--- config.mk ---
export PLATFORM = sky130hd
export DESIGN_NAME = modn_sequencer
export DESIGN_NICKNAME = d
export VERILOG_FILES = /design/src/rtl/modn_sequencer_pkg.sv /design/src/rtl/modn_count_core.sv /design/src/rtl/modn_sequencer.sv
export SDC_FILE = /design/constraint.sdc
export NUM_CORES = 1
export LEC_CHECK = 0
export CORE_MARGIN = 2
export CORE_UTILIZATION = 40
export DETAILED_ROUTE_END_ITERATION = 6
export REMOVE_ABC_BUFFERS = 1
export SLEW_MARGIN = 30
export SYNTH_ARGS = -nofsm -noshare
export SYNTH_HDL_FRONTEND = slang
export SYNTH_SLANG_ARGS = --single-unit
--- constraint.sdc ---
create_clock -name clk -period 2 [get_ports clk]
set_input_delay 0.3 -clock clk [delete_from_list [all_inputs] [get_ports clk]]
set_output_delay 0.3 -clock clk [all_outputs]
set_load 0.02 [all_outputs]
--- src/rtl/modn_sequencer_pkg.sv ---
// Shared types and default widths for the modulo-N run sequencer.
package modn_sequencer_pkg;

  localparam int CNT_WIDTH_DEF = 4;
  localparam int PER_WIDTH_DEF = 8;

  typedef enum logic [1:0] {
    ST_IDLE  = 2'd0,
    ST_RUN   = 2'd1,
    ST_PAUSE = 2'd2,
    ST_DONE  = 2'd3
  } state_t;

endpackage

--- src/rtl/modn_count_core.sv ---
// Modulo-N up-counter; tc flags the last count (N-1) so the caller can detect the wrap.
module modn_count_core
  import modn_sequencer_pkg::*;
#(
  parameter int cnt_width = CNT_WIDTH_DEF
) (
  input  logic                 clk,
  input  logic                 reset,
  input  logic                 clr,
  input  logic                 en,
  input  logic [cnt_width-1:0] modulus,
  output logic [cnt_width-1:0] count,
  output logic                 tc
);

  // With modulus 1 this is true at count 0, so the counter holds 0 and wraps every cycle.
  assign tc = (count == modulus - cnt_width'(1));

  always_ff @(posedge clk) begin
    if (reset || clr) begin
      count <= '0;
    end else if (en) begin
      count <= tc ? '0 : count + cnt_width'(1);
    end
  end

endmodule

--- src/rtl/modn_sequencer.sv ---
// Run sequencer: launches a modulo-N count for a set number of wraps, with pause and abort.
//
// state    | meaning
// ---------+-----------------------------------------------------
// ST_IDLE  | waiting for start; counter at 0, period_cnt held
// ST_RUN   | counting one step per clock
// ST_PAUSE | count and period_cnt frozen while pause is high
// ST_DONE  | one cycle after the final wrap; done pulses here
module modn_sequencer
  import modn_sequencer_pkg::*;
#(
  parameter int cnt_width = CNT_WIDTH_DEF,
  parameter int per_width = PER_WIDTH_DEF
) (
  input  logic                 clk,
  input  logic                 reset,
  input  logic                 start,
  input  logic                 stop,
  input  logic                 pause,
  input  logic [cnt_width-1:0] mod_val,
  input  logic [per_width-1:0] num_periods,
  output logic [cnt_width-1:0] counter_out,
  output logic [per_width-1:0] period_cnt,
  output logic                 busy,
  output logic                 wrap,
  output logic                 done,
  output logic                 err
);

  state_t               state;
  logic [cnt_width-1:0] mod_q;
  logic [per_width-1:0] num_q;
  logic [per_width-1:0] period_nxt;
  logic                 active;
  logic                 accept;
  logic                 reject;
  logic                 core_clr;
  logic                 core_en;
  logic                 tc;
  logic                 last_wrap;

  assign active     = (state == ST_RUN) || (state == ST_PAUSE);
  assign reject     = (state == ST_IDLE) && start && (mod_val == '0);
  assign accept     = (state == ST_IDLE) && start && !stop && (mod_val != '0);
  assign core_clr   = accept || (active && stop);
  // Leaving PAUSE and counting happen on the same edge, so only the live pause level gates.
  assign core_en    = active && !stop && !pause;
  assign period_nxt = period_cnt + per_width'(1);
  assign last_wrap  = (num_q != '0) && (period_nxt == num_q);

  modn_count_core #(
    .cnt_width(cnt_width)
  ) u_core (
    .clk    (clk),
    .reset  (reset),
    .clr    (core_clr),
    .en     (core_en),
    .modulus(mod_q),
    .count  (counter_out),
    .tc     (tc)
  );

  always_ff @(posedge clk) begin
    if (reset) begin
      state      <= ST_IDLE;
      mod_q      <= '0;
      num_q      <= '0;
      period_cnt <= '0;
      busy       <= 1'b0;
      wrap       <= 1'b0;
      done       <= 1'b0;
      err        <= 1'b0;
    end else begin
      wrap <= 1'b0;
      done <= 1'b0;
      err  <= 1'b0;
      case (state)
        ST_IDLE: begin
          if (reject) begin
            err <= 1'b1;
          end else if (accept) begin
            mod_q      <= mod_val;
            num_q      <= num_periods;
            period_cnt <= '0;
            busy       <= 1'b1;
            state      <= ST_RUN;
          end
        end
        ST_RUN, ST_PAUSE: begin
          if (stop) begin
            period_cnt <= '0;
            busy       <= 1'b0;
            state      <= ST_IDLE;
          end else if (pause) begin
            state <= ST_PAUSE;
          end else begin
            state <= ST_RUN;
            if (tc) begin
              wrap       <= 1'b1;
              period_cnt <= period_nxt;
              if (last_wrap) begin
                done  <= 1'b1;
                busy  <= 1'b0;
                state <= ST_DONE;
              end
            end
          end
        end
        ST_DONE: begin
          state <= ST_IDLE;
        end
        default: begin
          state <= ST_IDLE;
          busy  <= 1'b0;
        end
      endcase
    end
  end

endmodule

==> metrics.txt <==
status=completed; critical path data arrival time=between 2000 and 2500 ps; P&R area growth vs syn=38.17%; Top Ports=33; Final ANT Viol Nets=0; Die ar.=4765 um2; Die Wd=69.03 um; IO Port Bufs=32; commonest non-fill, non-tap cell in the layout=clkdlybuf4s50_1; drt first pass iters=4; GRT overflow=0; path type of the worst setup path=flip-flop to flip-flop; actual slew at the worst max-slew pin=725.2 ps; CTS tree=built; Clock Path Buffers=2; Post-synth ARST share=0; most frequent cells in the layout=clkdlybuf4s50_1, nand2_1, dfxtp_1; clk_lat worst skew=a little under 300 ps; Final Setup Violations=0; Post-synth top flop=dfxtp_1; global-route wire length before repair=7534 um; vias in the first global route=approximately 1600; Tmin final=1924 ps; Setup WS pre-CTS=-4.148 ps; total power=1.648 mW; core area=4029 um2; Hold Crit Class=flip-flop to flip-flop; Achievable Freq=about 520 MHz; drt via density=5.398; Critical Path Start Type=flip-flop; Pleak=between 0.8 and 0.9 nW; hold_buf cts=0; Worst Hold Launch=num_q[7]; initial antenna violation count=0; CTS sink cnt=30; Period Utilization, post-route=0.9619; Critical Path Fanout Max=6; total CTS buffers=5; worst reg2reg path depth=8; htree depth=2; Final WS setup=76.16 ps; Power per Cell Area=705.0 nW/um2; MaxCap Viol Count=0; Ys Warns=0; Data required, critical path=2170 ps; RSZ-0062 raised after global routing=true; Setup crit end kind=flip-flop; post-synthesis sequential area ratio=0.3550; Antenna diodes=0; Final Hold Viols=0; r2r setup slk=approximately 76 ps; Syn Inst Count=199; worst ir drop on vdd=0.0003941 V; setup TNS=0 ps; Iter 0 DRT Violations=96; Layout Skew=7.022 ps; reg2reg start=mod_q[1]; register bit total from synthesis=30; synthesized cell area=1692 um2; EDFF count, synth=0; Synth Area per Inst=8.501 um2; initial core utilization=0.4199; row cnt=23; dpl hpwl=3385 um; pins over their slew limit=0; post-synth cell types=just over 50; Routed WL per cell=15.05 um; height of the die=69.03 um; fin util=0.5801; Worst-path clk slew=70 ps; Root Buffer=clkbuf_8; pin count of the biggest net entering global routing=15; DRT Wirelength=between 4000 and 5000 um; share of layout cells above drive strength 1=0.1767; Reg-to-Reg End=busy; Final #Nets=270; Hold Path Depth=2; vias after detailed routing=approximately 1600; Slew headroom=0.5148; GPL Wtd Cong=roughly 0.85; Hold Path End=num_q[7]; DRC violations left=0; gr usage total=0.1949
[area by class of cell]
class | count | area [um2]
fillers | 386 | 1692
repair buffers | 50 | 455.4
clock buffers | 5 | 68.82
well taps | 50 | 62.56
clock inverters | 3 | 45.04
flip-flops and latches | 30 | 601.8
multi-input cells | 157 | 1089
inverters | 4 | 15.01
[through the flow]
stage | instance area, um2 | cells | hold slack [ps]
after floorplan | 1657 | 191 | 369.1
after global placement | 2160 | 289 | 474.1
after detailed placement | 2160 | 289 | 482.5
after CTS | 2273 | 297 | 493.0
after global routing | 2337 | 299 | 510.2
final | 2337 | 299 | 489.6
[cell usage after synthesis (2+ instances only)]
| cell type | instances | area (um2) |
|---|---|---|
| dfxtp_1 | 30 | 600.6 |
| nand2_1 | 29 | 108.9 |
| nor2_1 | 27 | 101.4 |
| a21oi_1 | 9 | 45.04 |
| xnor2_1 | 9 | 78.83 |
| nand2b_1 | 7 | 43.79 |
| xor2_1 | 6 | 52.55 |
| a311oi_1 | 5 | 43.79 |
| ha_1 | 5 | 62.56 |
| a22oi_1 | 4 | 30.03 |
| clkbuf_1 | 4 | 15.01 |
| inv_1 | 4 | 15.01 |
| nand3_1 | 4 | 20.02 |
| nor3_1 | 4 | 20.02 |
| nor4_1 | 4 | 25.02 |
| o21ai_0 | 4 | 20.02 |
| nand4_1 | 3 | 18.77 |
| a31oi_1 | 2 | 12.51 |
| and2_1 | 2 | 12.51 |
| buf_2 | 2 | 10.01 |
| clkbuf_2 | 2 | 10.01 |
| mux2i_1 | 2 | 20.02 |
| nor2b_1 | 2 | 12.51 |
| nor3b_1 | 2 | 15.01 |
[how the worst max path moves through the flow]
stage	start	end	cells after the start
final	mod_q[1]	busy	8
after global routing	mod_q[0]	period_cnt[4]	8
after CTS	mod_q[1]	busy	8
after detailed placement	stop	busy	7
after global placement	stop	busy	7
after floorplan	state[0]	period_cnt[0]	8
[layer usage]
layer  vias up  global-route usage  part of all wire
met4         0             0.05664             0.011
met1       774              0.2450              0.46
met3         7             0.04678             0.034
met2        33              0.3301              0.49
met5         -                   0                 0
li1        800                   -                 -
[logic make-up (layout without fill, tap and decap cells)]
logic type | Yosys count | in the layout | share of synthesized area
simple gates | 98 | 98 | 0.3203
compound gates | 35 | 35 | 0.1487
flops | 30 | 30 | 0.3550
xor+xnor | 16 | 16 | 0.09098
buf+inv | 12 | 62 | 0.02958
fa+ha+maj | 5 | 5 | 0.03698
mux | 3 | 3 | 0.01849
[where the power goes]
| group | leakage [nW] | internal (mW) | switching [mW] | total [mW] |
|---|---|---|---|---|
| Combinational | 0.574 | 0.180 | 0.189 | 0.369 |
| Sequential | 0.244 | 0.622 | 0.0239 | 0.646 |
| Clock | 0.0504 | 0.370 | 0.262 | 0.633 |
| Total | 0.868 | 1.17 | 0.476 | 1.65 |
[critical path, cell delays in order, from the launching register on]
cell and delay (ps):
dfxtp_2 350, inv_1 50, ha_1 290, xor2_1 180, nand3_2 130, or2_4 270, a21oi_4 240, a2bb2oi_1 220
o31ai_1 90
[registers in the layout, indices dropped and copies added, names as in the netlist]
name,count
busy,1
done,1
err,1
mod_q,4
num_q,8
period_cnt,8
state,2
u_core.count,4
wrap,1
[timing repair]
action / in CTS / in global routing
setup buffers: 0 / 2
endpoints found under the setup margin: 0 / 20
gates resized for setup: 0 / 12
Power figures use the tool's default switching activity.
